[src/rtl/quokka_panel_pkg.sv]
// Shared front-panel definitions: scanner state encoding, default chain
// geometry and the bit positions of the named panel switches.
package quokka_panel_pkg;

  // Scanner sequence: gap, parallel load, serial shift, commit.
  typedef enum logic [1:0] {
    ST_IDLE   = 2'd0,
    ST_LOAD   = 2'd1,
    ST_SHIFT  = 2'd2,
    ST_COMMIT = 2'd3
  } scan_state_e;

  // Default chain geometry: three 8-bit PISO registers.
  localparam int PANEL_NUM_BITS       = 24;
  localparam int PANEL_CLK_DIV        = 4;
  localparam int PANEL_SCAN_GAP       = 64;
  localparam int PANEL_DEBOUNCE_SCANS = 4;

  // Bit positions of the named switches in the committed switch word.
  localparam int SW_RUN          = 23;
  localparam int SW_HALT         = 22;
  localparam int SW_STEP         = 21;
  localparam int SW_EXAMINE      = 20;
  localparam int SW_EXAMINE_NEXT = 19;
  localparam int SW_DEPOSIT      = 18;
  localparam int SW_DEPOSIT_NEXT = 17;
  localparam int SW_LOAD_ADDR    = 16;
  localparam int SW_DATA_MSB     = 15;
  localparam int SW_DATA_LSB     = 0;

  // One-hot mask for a named switch, for decoding switches/switchPressed.
  function automatic logic [PANEL_NUM_BITS-1:0] panel_sw_mask(input int idx);
    return PANEL_NUM_BITS'(1) << idx;
  endfunction

endpackage

[src/rtl/panel_sclk_tick.sv]
// Phase timer for the panel scanner: counts CLK_DIV clk cycles and flags the
// last cycle of each phase. The scanner holds it cleared while idle so every
// load pulse starts on a fresh phase.
module panel_sclk_tick
  import quokka_panel_pkg::*;
#(
  parameter int CLK_DIV = PANEL_CLK_DIV
) (
  input  logic clk,
  input  logic rst,
  input  logic restart_i,
  output logic phase_end_o
);

  localparam int CW = (CLK_DIV > 1) ? $clog2(CLK_DIV) : 1;
  localparam logic [CW-1:0] CNT_LAST = CW'(CLK_DIV - 1);

  logic [CW-1:0] cnt_q;

  assign phase_end_o = (cnt_q == CNT_LAST);

  // Phase counter: wraps at the end of each phase, cleared on restart.
  // NOTE: sequential state uses non-blocking assignments so every flop samples pre-edge values.
  always_ff @(posedge clk or posedge rst) begin
    if (rst) begin
      cnt_q <= '0;
    end else if (restart_i || phase_end_o) begin
      cnt_q <= '0;
    end else begin
      cnt_q <= cnt_q + CW'(1);
    end
  end

endmodule

[src/rtl/panel_switch_scanner.sv]
// Front-panel switch scanner for a chain of 74HC165-style PISO registers.
// Pulses sload_n, clocks the chain with sclk, assembles the serial stream
// (first bit out lands in the MSB) and publishes a committed switch word with
// a one-cycle valid strobe and 0->1 "pressed" bits.
// Optional feature: define PANEL_DEBOUNCE_EN to commit only after
// DEBOUNCE_SCANS identical consecutive scans.
module panel_switch_scanner
  import quokka_panel_pkg::*;
#(
  parameter int NUM_BITS = PANEL_NUM_BITS,
  parameter int CLK_DIV  = PANEL_CLK_DIV,
  parameter int SCAN_GAP = PANEL_SCAN_GAP
`ifdef PANEL_DEBOUNCE_EN
  ,
  parameter int DEBOUNCE_SCANS = PANEL_DEBOUNCE_SCANS
`endif
) (
  input  logic                clk,
  input  logic                rst,
  input  logic                scanEnable,
  input  logic                sdata_in,
  output logic                sclk,
  output logic                sload_n,
  output logic [NUM_BITS-1:0] switches,
  output logic                switchesValid,
  output logic [NUM_BITS-1:0] switchPressed
);

  localparam int GAP_W = (SCAN_GAP > 1) ? $clog2(SCAN_GAP) : 1;
  localparam int BIT_W = $clog2(NUM_BITS);
  localparam logic [GAP_W-1:0] GAP_LAST = GAP_W'(SCAN_GAP - 1);
  localparam logic [BIT_W-1:0] BIT_LAST = BIT_W'(NUM_BITS - 1);

  scan_state_e         state_q;
  logic [GAP_W-1:0]    gap_q;
  logic [BIT_W-1:0]    bit_q;
  logic                sclk_q;
  logic                sload_n_q;
  logic [NUM_BITS-1:0] shreg_q;
  logic                sync1_q, sync2_q;
  logic                phase_end;

  logic [NUM_BITS-1:0] switches_q, switches_d;
  logic [NUM_BITS-1:0] pressed_q, pressed_d;
  logic                valid_q;

`ifdef PANEL_DEBOUNCE_EN
  localparam int MW = $clog2(DEBOUNCE_SCANS + 1);
  localparam logic [MW-1:0] MATCH_MAX = MW'(DEBOUNCE_SCANS);

  logic [NUM_BITS-1:0] prev_raw_q, prev_raw_d;
  logic [MW-1:0]       match_q, match_d;
`endif

  panel_sclk_tick #(
    .CLK_DIV (CLK_DIV)
  ) u_tick (
    .clk         (clk),
    .rst         (rst),
    .restart_i   (state_q == ST_IDLE),
    .phase_end_o (phase_end)
  );

  // Two-flop synchroniser for the asynchronous chain output.
  always_ff @(posedge clk or posedge rst) begin
    if (rst) begin
      sync1_q <= 1'b0;
      sync2_q <= 1'b0;
    end else begin
      sync1_q <= sdata_in;
      sync2_q <= sync1_q;
    end
  end

  // Scan sequencer: gap, load pulse, NUM_BITS low/high sclk slots, commit.
  always_ff @(posedge clk or posedge rst) begin
    if (rst) begin
      state_q   <= ST_IDLE;
      gap_q     <= '0;
      bit_q     <= '0;
      sclk_q    <= 1'b0;
      sload_n_q <= 1'b1;
      // NOTE: the shift register is reset too, so an aborted scan never leaves X or stale bits behind.
      shreg_q   <= '0;
    end else begin
      unique case (state_q)
        ST_IDLE: begin
          if (gap_q == GAP_LAST) begin
            if (scanEnable) begin
              state_q   <= ST_LOAD;
              sload_n_q <= 1'b0;
            end
          end else begin
            gap_q <= gap_q + GAP_W'(1);
          end
        end
        ST_LOAD: begin
          if (phase_end) begin
            state_q   <= ST_SHIFT;
            sload_n_q <= 1'b1;
            bit_q     <= '0;
          end
        end
        ST_SHIFT: begin
          if (phase_end) begin
            if (!sclk_q) begin
              // Last low cycle: capture the bit before the rising edge shifts the chain.
              shreg_q <= {shreg_q[NUM_BITS-2:0], sync2_q};
              sclk_q  <= 1'b1;
            end else begin
              sclk_q <= 1'b0;
              if (bit_q == BIT_LAST) begin
                state_q <= ST_COMMIT;
              end else begin
                bit_q <= bit_q + BIT_W'(1);
              end
            end
          end
        end
        ST_COMMIT: begin
          state_q <= ST_IDLE;
          gap_q   <= '0;
        end
        default: state_q <= ST_IDLE;
      endcase
    end
  end

  // Commit decision: new switch word and its 0->1 edges for this scan.
  // NOTE: every output gets a default first so no latch is inferred.
  always_comb begin
`ifdef PANEL_DEBOUNCE_EN
    prev_raw_d = shreg_q;
    if (shreg_q == prev_raw_q) begin
      match_d = (match_q == MATCH_MAX) ? match_q : match_q + MW'(1);
    end else begin
      match_d = MW'(1);
    end
    switches_d = switches_q;
    pressed_d  = '0;
    if ((match_d == MATCH_MAX) && (shreg_q != switches_q)) begin
      switches_d = shreg_q;
      pressed_d  = shreg_q & ~switches_q;
    end
`else
    switches_d = shreg_q;
    pressed_d  = shreg_q & ~switches_q;
`endif
  end

  // Registered outputs: update on the edge that leaves COMMIT, strobe for one cycle.
  always_ff @(posedge clk or posedge rst) begin
    if (rst) begin
      switches_q <= '0;
      pressed_q  <= '0;
      valid_q    <= 1'b0;
`ifdef PANEL_DEBOUNCE_EN
      prev_raw_q <= '0;
      match_q    <= '0;
`endif
    end else if (state_q == ST_COMMIT) begin
      switches_q <= switches_d;
      pressed_q  <= pressed_d;
      valid_q    <= 1'b1;
`ifdef PANEL_DEBOUNCE_EN
      prev_raw_q <= prev_raw_d;
      match_q    <= match_d;
`endif
    end else begin
      pressed_q <= '0;
      valid_q   <= 1'b0;
    end
  end

  assign sclk          = sclk_q;
  assign sload_n       = sload_n_q;
  assign switches      = switches_q;
  assign switchesValid = valid_q;
  assign switchPressed = pressed_q;

endmodule

[config.mk]
export PLATFORM = sky130hd
export DESIGN_NAME = panel_switch_scanner
export DESIGN_NICKNAME = d
export VERILOG_FILES = /design/src/rtl/quokka_panel_pkg.sv /design/src/rtl/panel_sclk_tick.sv /design/src/rtl/panel_switch_scanner.sv
export SDC_FILE = /design/constraint.sdc
export NUM_CORES = 1
export LEC_CHECK = 0
export CAP_MARGIN = 20
export CORE_UTILIZATION = 56
export CTS_BUF_LIST = sky130_fd_sc_hd__clkbuf_2 sky130_fd_sc_hd__clkbuf_4 sky130_fd_sc_hd__clkbuf_8
export CTS_CLUSTER_DIAMETER = 60
export CTS_CLUSTER_SIZE = 8
export DETAILED_ROUTE_END_ITERATION = 16
export GPL_ROUTABILITY_DRIVEN = 1
export PLACE_DENSITY_LB_ADDON = 0.12
export RECOVER_POWER = 50
export SLEW_MARGIN = 20
export SYNTH_ARGS = -nofsm -noshare
export SYNTH_HDL_FRONTEND = slang
export SYNTH_HIERARCHICAL = 1
export SYNTH_SLANG_ARGS = --single-unit
[constraint.sdc]
create_clock -name clk -period 3.2 [get_ports clk]
set_input_delay 0.32 -clock clk [delete_from_list [all_inputs] [get_ports clk]]
set_output_delay 0.32 -clock clk [all_outputs]
set_load 0.05 [all_outputs]
== Word-level counts from Yosys, hierarchy flattened ==
Index checks and enable logic that the tools add are counted.
Cells by class
  bitwise logic cells: 3
  magnitude comparators: 0
  equality and inequality tests: 14
  shift-type cells: 0
  add/sub/neg operators: 3
  divide/modulo/power cells: 0
  reductions and logical operators: 11
  multipliers: 0
  mux-type cells: 22
Operators with widths (count)
  $and A24 B24 Y24: 1
  $mux W24: 1
  $not A24 Y24: 1
  $mux W5: 4
  $mux W2: 7
  $ne A2 B2 Y1 const B: 6
  $pmux W6 S2: 1
  $pmux W5 S2: 1
  $pmux W2 S4: 1
  $add A6 B1 Y6 const B: 1
  $eq A2 B2 Y1 const B: 3
  $eq A6 B6 Y1 const B: 1
  $mux W6: 1
  $reduce_and A6 Y1: 1
  $reduce_bool A2 Y1: 3
  $add A5 B1 Y5 const B: 1
  $eq A5 B5 Y1 const B: 1
  $mux W1: 5
  $reduce_and A5 Y1: 1
  $ne A2 B1 Y1 const B: 2
  $reduce_and A2 Y1: 2
  $reduce_and A4 Y1: 1
  $reduce_and A3 Y1: 1
  $add A2 B1 Y2 const B: 1
  5 further kinds: 5
Storage, ports and cells
  bits in writable memories: 0
  latch bits: 0
  memories: 0
  logic and storage cells: 65
  bits of input ports: 4
  register bits: 92
  memory bits (read-only): 0
  output and inout port bits: 51

== Longest topological paths before layout ==
Gate-level depths: netlist (run 1).
  word-level depth: 5
  depth in mapped cells: 8
  mapped depth without buffers: 6

== Hierarchy ==
The synthesis (run 1) kept the hierarchy.
By module, submodules not included
  panel_switch_scanner: area an instance 3654.8 sq um, instances 1, sequential area each 2253.4 sq um, cells an instance 254
  panel_sclk_tick: area an instance 88.8 sq um, instances 1, sequential area each 50.0 sq um, cells an instance 6

== Worst setup path before layout (run 1) ==
No wires, ideal clock.
  path type: register to register
  start point: register state_q[0]
  end point: register shreg_q[10]
  path slack: 1.492 ns
  period minus slack after synthesis: 1.708 ns
  stages on the path, launching flop included: 9
  buffers on the path: 3
  required time: 3.075 ns
  setup time: 0.125 ns
  arrival: 1.582 ns
  cell sequence: dfrtp_1 > inv_1 > ha_1 > buf_4 > nand2_2 > or2_1 > buf_6 > buf_12 > mux2_4
On the way
  cells in the longest elaborated chain, start to end: 2
RTL lines
  from (decl): RTL line panel_switch_scanner.sv:34  | scan_state_e state_q;
  from (signal assigned): RTL line panel_switch_scanner.sv:78  | state_q <= ST_IDLE;
  from (signal assigned): RTL line panel_switch_scanner.sv:90  | state_q <= ST_LOAD;
  from (signal assigned): RTL line panel_switch_scanner.sv:99  | state_q <= ST_SHIFT;
  $eq A2 B2 Y1: RTL line panel_switch_scanner.sv:86  | unique case (state_q)
  $reduce_and A3 Y1 (no source line)
  to (signal assigned): RTL line panel_switch_scanner.sv:108  | shreg_q <= {shreg_q[NUM_BITS-2:0], sync2_q};
  to (decl): RTL line panel_switch_scanner.sv:39  | logic [NUM_BITS-1:0] shreg_q;
Every way passes these cells.
A chain may end at the register's enable or synchronous reset.

== Worst setup path after layout (run 1) ==
  start point: register state_q[1]
  end point: register switches_q[19], in the netlist switches[19]
On the way
  cells in the longest elaborated chain, start to end: 1
RTL lines
  $eq A2 B2 Y1: RTL line panel_switch_scanner.sv:161  | end else if (state_q == ST_COMMIT) begin
  to (signal assigned): RTL line panel_switch_scanner.sv:162  | switches_q <= switches_d;
  to (decl): RTL line panel_switch_scanner.sv:43  | logic [NUM_BITS-1:0] switches_q, switches_d;
Every way passes these cells.

==> results.toml, run 1 <==
[outcome]
outcome = "finished, violations left"
violations = "capacitance limit, slew limit"

[pwr]
p_int_mw = 1.55
p_seq_share_pct = 58.6
totalPowerFinal_mw = 2.00
leakage_nw = 2.22
swShare_pct = 22.2
power_density_nw_per_um2 = 442
irDropWorstVdd_v = 0.000328
p_switching_mw = 0.443
clockPowerShare_pct = 39.6
combinationalPowerShare_pct = 1.7

[die]
start_util_pct = 58.6
ios = 55
rows = 29
die_h_um = 83.8
dieArea_um2 = 7020
core_region_area_um2 = 6390
fp.dieW_um = 83.8

[flow_run]
drv_cap = 1

[logic_synthesis]
ys.flop_type = "dfrtp_1"
synth_area_leaders = "dfrtp_1, mux2_2, mux2_4"
synth_top_area_share_pct = 60.8
ys_async_sr_fraction_pct = 100
yosysSeqAreaShare_pct = 61.5
synth_cell_types = 41
synth_top_area_cell = "dfrtp_1"
synth_area_um2 = 3740
synth_edf_count = 0
ys_warn_count = 6
avgSynthCellArea_um2 = 14.4
syn_inst = 260
yosys_register_bits = 92
syn_nets = 271

[timing]
slew_violations = 44
fin_hold_ws_ps = 282
max-slew-margin-rel_pct = -28.1
rsz0062_at_grt = "no"
setup_ws_ps = 916
tns_ps = 0
fin_crit_ps = 2280
finClkSkew_ps = 7.32
final-hold-violation-count = 0
worstMarginPinSlew_ps = 1910
clock.fmax_ghz = 0.438
post-route-period-util_pct = 71.4
setup_viol = 0

[routing]
drt_iter0_markers = 81
drt-vias-per-instance = 5.49
ant_nets = 0
dr.pass1.iters = 4
vias = 2187
drc_errors = 0
avgRoutedWirePerCell_um = 15.5
routed_wl_um = 6170

[setup_path]
startpoint_type = "flip-flop"
crit_required_ps = 3450
crit_fanout = 37
crit_path_end_kind = "flip-flop"
arrival_ps = 2530
criticalPathCategory = "reg -> reg"

[cts]
ctsHtreeMaxLevel = 3
cts_hold_buf = 0
cts_setup_buffers = 0
cts_tree = "yes"
clock_sinks = 92
clkLatencyLatePin_ps = 360
cts.clk_slew.worst_paths_ps = 80
cts_max_path_buffers = 2
cts_made_buffers = 9
cts_resized = 0
cts-root-buf = "clkbuf_8"

[global_route]
grt_overflow = 0
grt_max_degree = 48
grt_pass1_wl_um = 10300
grt_usage_pct = 19.3
antenna_found_initial = 0
grt_pass1_vias = 2121

[final_layout]
design_area_um2 = 4520
drive_above_1_share_pct = 22.4
final_common_cell = "dfrtp_1"
finalNonFillerCells = 398
nets = 327
post-route-util_pct = 70.7
mostFrequentLayoutCells = "dfrtp_1, clkdlybuf4s50_1, mux2_2, and3b_1, mux2_4"
area_growth_pct = 20.6
n_antenna_cell = 0

[placed_design]
pre_cts_slack_ps = 1250
hpwl_um = 3920
placed_cell_area_um2 = 4320
place_inst = 382
port_buffers = 54
gp_congestion = 0.687

[worst_hold_path]
min_path_type = "in -> async"
-- path summary, 6_finish.rpt --
check,from,to,slack (ps),depth (start not counted)
worst max-delay path,state_q[1],switches[19],920,3
worst min-delay path,rst,u_tick/cnt_q[1],280,2
worst max register to register,state_q[1],switches[19],920,3
worst min register to register,sync1_q,sync2_q,360,0
max in group asynchronous,rst,switchPressed[22],1350,3
min in group clk,sync1_q,sync2_q,360,0
-- power by group through the flow --
stage	Sequential (mW)	Combinational, mW	Clock, mW
after global placement	1.19	0.0360	0
final	1.17	0.0341	0.792
after detailed placement	1.19	0.0363	0
after floorplan	1.19	0.0226	0
after CTS	1.17	0.0362	0.815
after global routing	1.17	0.0402	0.860
-- per-layer routing --
metal  GRT usage [%]  part of all wire (%)
met1            26.7                    47
met2            28.1                    46
met3            4.45                   4.5
met4            11.2                   2.2
met5               0                     0
-- cell usage after synthesis, types with 3 or more instances --
| cell | n |
|---|---|
| mux2_4 | 19 |
| dfrtp_1 | 91 |
| a22o_1 | 3 |
| nand3_1 | 4 |
| nand2_1 | 12 |
| o21ai_0 | 8 |
| nor2_1 | 6 |
| inv_1 | 11 |
| mux2_2 | 28 |
| and3b_1 | 21 |
| xor2_1 | 3 |
| nand4_1 | 3 |
| ha_1 | 7 |
| a21oi_1 | 6 |
| o22ai_1 | 3 |
| clkbuf_1 | 4 |
-- registers in the layout, indices dropped and copies added (netlist names) --
name and cells:
sync2_q 1, shreg_q 24, bit_q 5, sync1_q 1, switches 24, u_tick/cnt_q 2, switchPressed 24, sload_n 1
sclk 1, state_q 2, switchesValid 1, gap_q 6
-- layout make-up --
| type | count | area (µm²) |
|---|---|---|
| Fill cell | 442 | 1870 |
| Timing Repair Buffer | 57 | 576 |
| Multi-Input combinational cell | 145 | 1290 |
| Clock inverter | 6 | 71.3 |
| Tap cell | 77 | 96.3 |
| Clock buffer | 10 | 131 |
| Sequential cell | 92 | 2300 |
| Inverter | 11 | 42.5 |
-- critical path, stage by stage, from the launching register on --
cell     delay (ps)
dfrtp_1         400
ha_1           1020
buf_4           390
mux2_2          360
-- cell families after synthesis --
kind of cell	count (synthesis)	share of synthesized area (%)
AO/OA/AOI/OAI	26	4.35
multiplexers	50	16.9
flip-flops	92	61.5
buffers and inverters	23	3.74
adder cells (fa/ha/maj)	7	2.34
AND/OR/NAND/NOR	58	10.2
XOR/XNOR	4	0.936
Note: power is estimated with default switching activity, not from simulation.
==> inputs of run 2 (changes only) <==
==> constraint.sdc (replaced) <==
create_clock -name clk -period 2.4 [get_ports clk]
set_input_delay 0.24 -clock clk [delete_from_list [all_inputs] [get_ports clk]]
set_output_delay 0.24 -clock clk [all_outputs]
set_load 0.05 [all_outputs]
==> run 2 against run 1 <==
The flow now finishes without violations. Fmax increased by 11%. Final cell count up 0.50%. Clock skew rose by 2.2 ps. Total power increased by 35%. Register-to-register slack worse by 570 ps.
==> results.toml, run 2 (synthesized netlist as in run 1, its figures left out) <==
[global_route]
grt_usage_pct = 19.8
met2_usage_pct = 29.3
grt_overflow = 0
busiest_layer = "met2"
antenna_found_initial = 0
grt_pass1_vias = 2180
grt_use_met1_pct = 27.7
met3_usage_pct = 4.95
grt_max_degree = 56
grt_pass1_wl_um = 10600

[setup_path]
critPathLaunch = "state_q[1]"
criticalPathCategory = "reg -> reg"
startpoint_type = "flip-flop"
crit_fanout = 20
crit_required_ps = 2630
arrival_ps = 2290
cp_cell_sequence = "ha_1 -> clkbuf_2 -> mux2_2"
max_stage_delay_ps = 670
cpMaxStageDelayCell = "ha_1"
path_buf_inv = 1
r2r_start = "state_q[1]"
crit_path_end_kind = "flip-flop"
path_delay_family = "adder cells"

[timing]
max-slew-margin-rel_pct = 13.7
tns_ps = 0
fin_crit_ps = 2050
rsz0062_at_grt = "no"
setup_viol = 0
setup_ws_ps = 346
fin_hold_ws_ps = 250
final-hold-violation-count = 0
clock.fmax_ghz = 0.487
slew_violations = 0
worstMarginPinSlew_ps = 1290
post-route-period-util_pct = 85.6
finClkSkew_ps = 9.55

[die]
dieArea_um2 = 7020
start_util_pct = 58.6
fp.dieW_um = 83.8
core_region_area_um2 = 6390
die_h_um = 83.8
ios = 55
rows = 29

[routing]
avgRoutedWirePerCell_um = 15.5
vias = 2160
ant_nets = 0
drt-vias-per-instance = 5.40
drc_errors = 0
drt_iter0_markers = 42
dr.pass1.iters = 4
routed_wl_um = 6190

[cts]
cts_max_path_buffers = 2
cts_made_buffers = 9
cts-root-buf = "clkbuf_8"
cts_tree = "yes"
cts_setup_buffers = 0
clock_sinks = 92
ctsHtreeMaxLevel = 3
cts_hold_buf = 0
cts_resized = 0
clkLatencyLatePin_ps = 350
cts.clk_slew.worst_paths_ps = 80

[worst_hold_path]
min_path_type = "in -> async"

[final_layout]
post-route-util_pct = 70.8
mostFrequentLayoutCells = "dfrtp_1, clkdlybuf4s50_1, mux2_2, and3b_1, mux2_4"
drive_above_1_share_pct = 22.3
nets = 329
n_antenna_cell = 0
final_common_cell = "dfrtp_1"
area_growth_pct = 20.8
design_area_um2 = 4520

[pwr]
irDropWorstVdd_v = 0.000423
leakage_nw = 2.23
power_density_nw_per_um2 = 598

[placed_design]
gp_congestion = 0.721
pre_cts_slack_ps = 510
hpwl_um = 4080
port_buffers = 54
placed_cell_area_um2 = 4330

[flow_run]
drv_cap = 0

[outcome]
outcome = "complete, no violations"
run 2: final cells by class:
cell class,instances,area [µm²]
clock buffers,12,165
clock inverters,4,55.1
fillers,449,1860
inverters,11,45.0
multi-input cells,145,1290
flip-flops and latches,92,2300
well taps,77,96.3
repair buffers,59,568
run 2: path summary, 6_finish.rpt:
path	to	slack (ps)	cells after the start
max	switches[4]	350	3
min	u_tick/cnt_q[0]	250	2
max reg2reg	switches[4]	350	3
min reg2reg	sync2_q	380	0
max in group asynchronous	switchPressed[23]	760	3
min in group clk	sync2_q	380	0
run 2: power breakdown:
part	switching, mW	internal, mW	total (mW)
sequential	0.00586	1.56	1.56
clock	0.529	0.573	1.10
combinational	0.0312	0.0117	0.0429
run 2: per-stage QoR:
stage | std cells | total power [mW]
6_report | 400 | 2.71
5_1_grt | 400 | 2.82
4_1_cts | 400 | 2.75
3_5_place_dp | 384 | 1.64
3_3_place_gp | 384 | 1.64
2_1_floorplan | 260 | 1.62
run 2: routing by layer:
metal,vias up,wire [µm]
met3,12,255
met4,0,131
met5,-,0
met2,45,2880
li1,1025,-
met1,1078,2920
==> inputs of run 3 (changes only) <==
--- a/config.mk
+++ b/config.mk
@@ -14,7 +14,6 @@
 export GPL_ROUTABILITY_DRIVEN = 1
 export PLACE_DENSITY_LB_ADDON = 0.12
 export RECOVER_POWER = 50
-export SLEW_MARGIN = 20
 export SYNTH_ARGS = -nofsm -noshare
 export SYNTH_HDL_FRONTEND = slang
 export SYNTH_HIERARCHICAL = 1
==> results of run 3 <==
No change in the layout: final DEF, timing and power equal those of run 2.
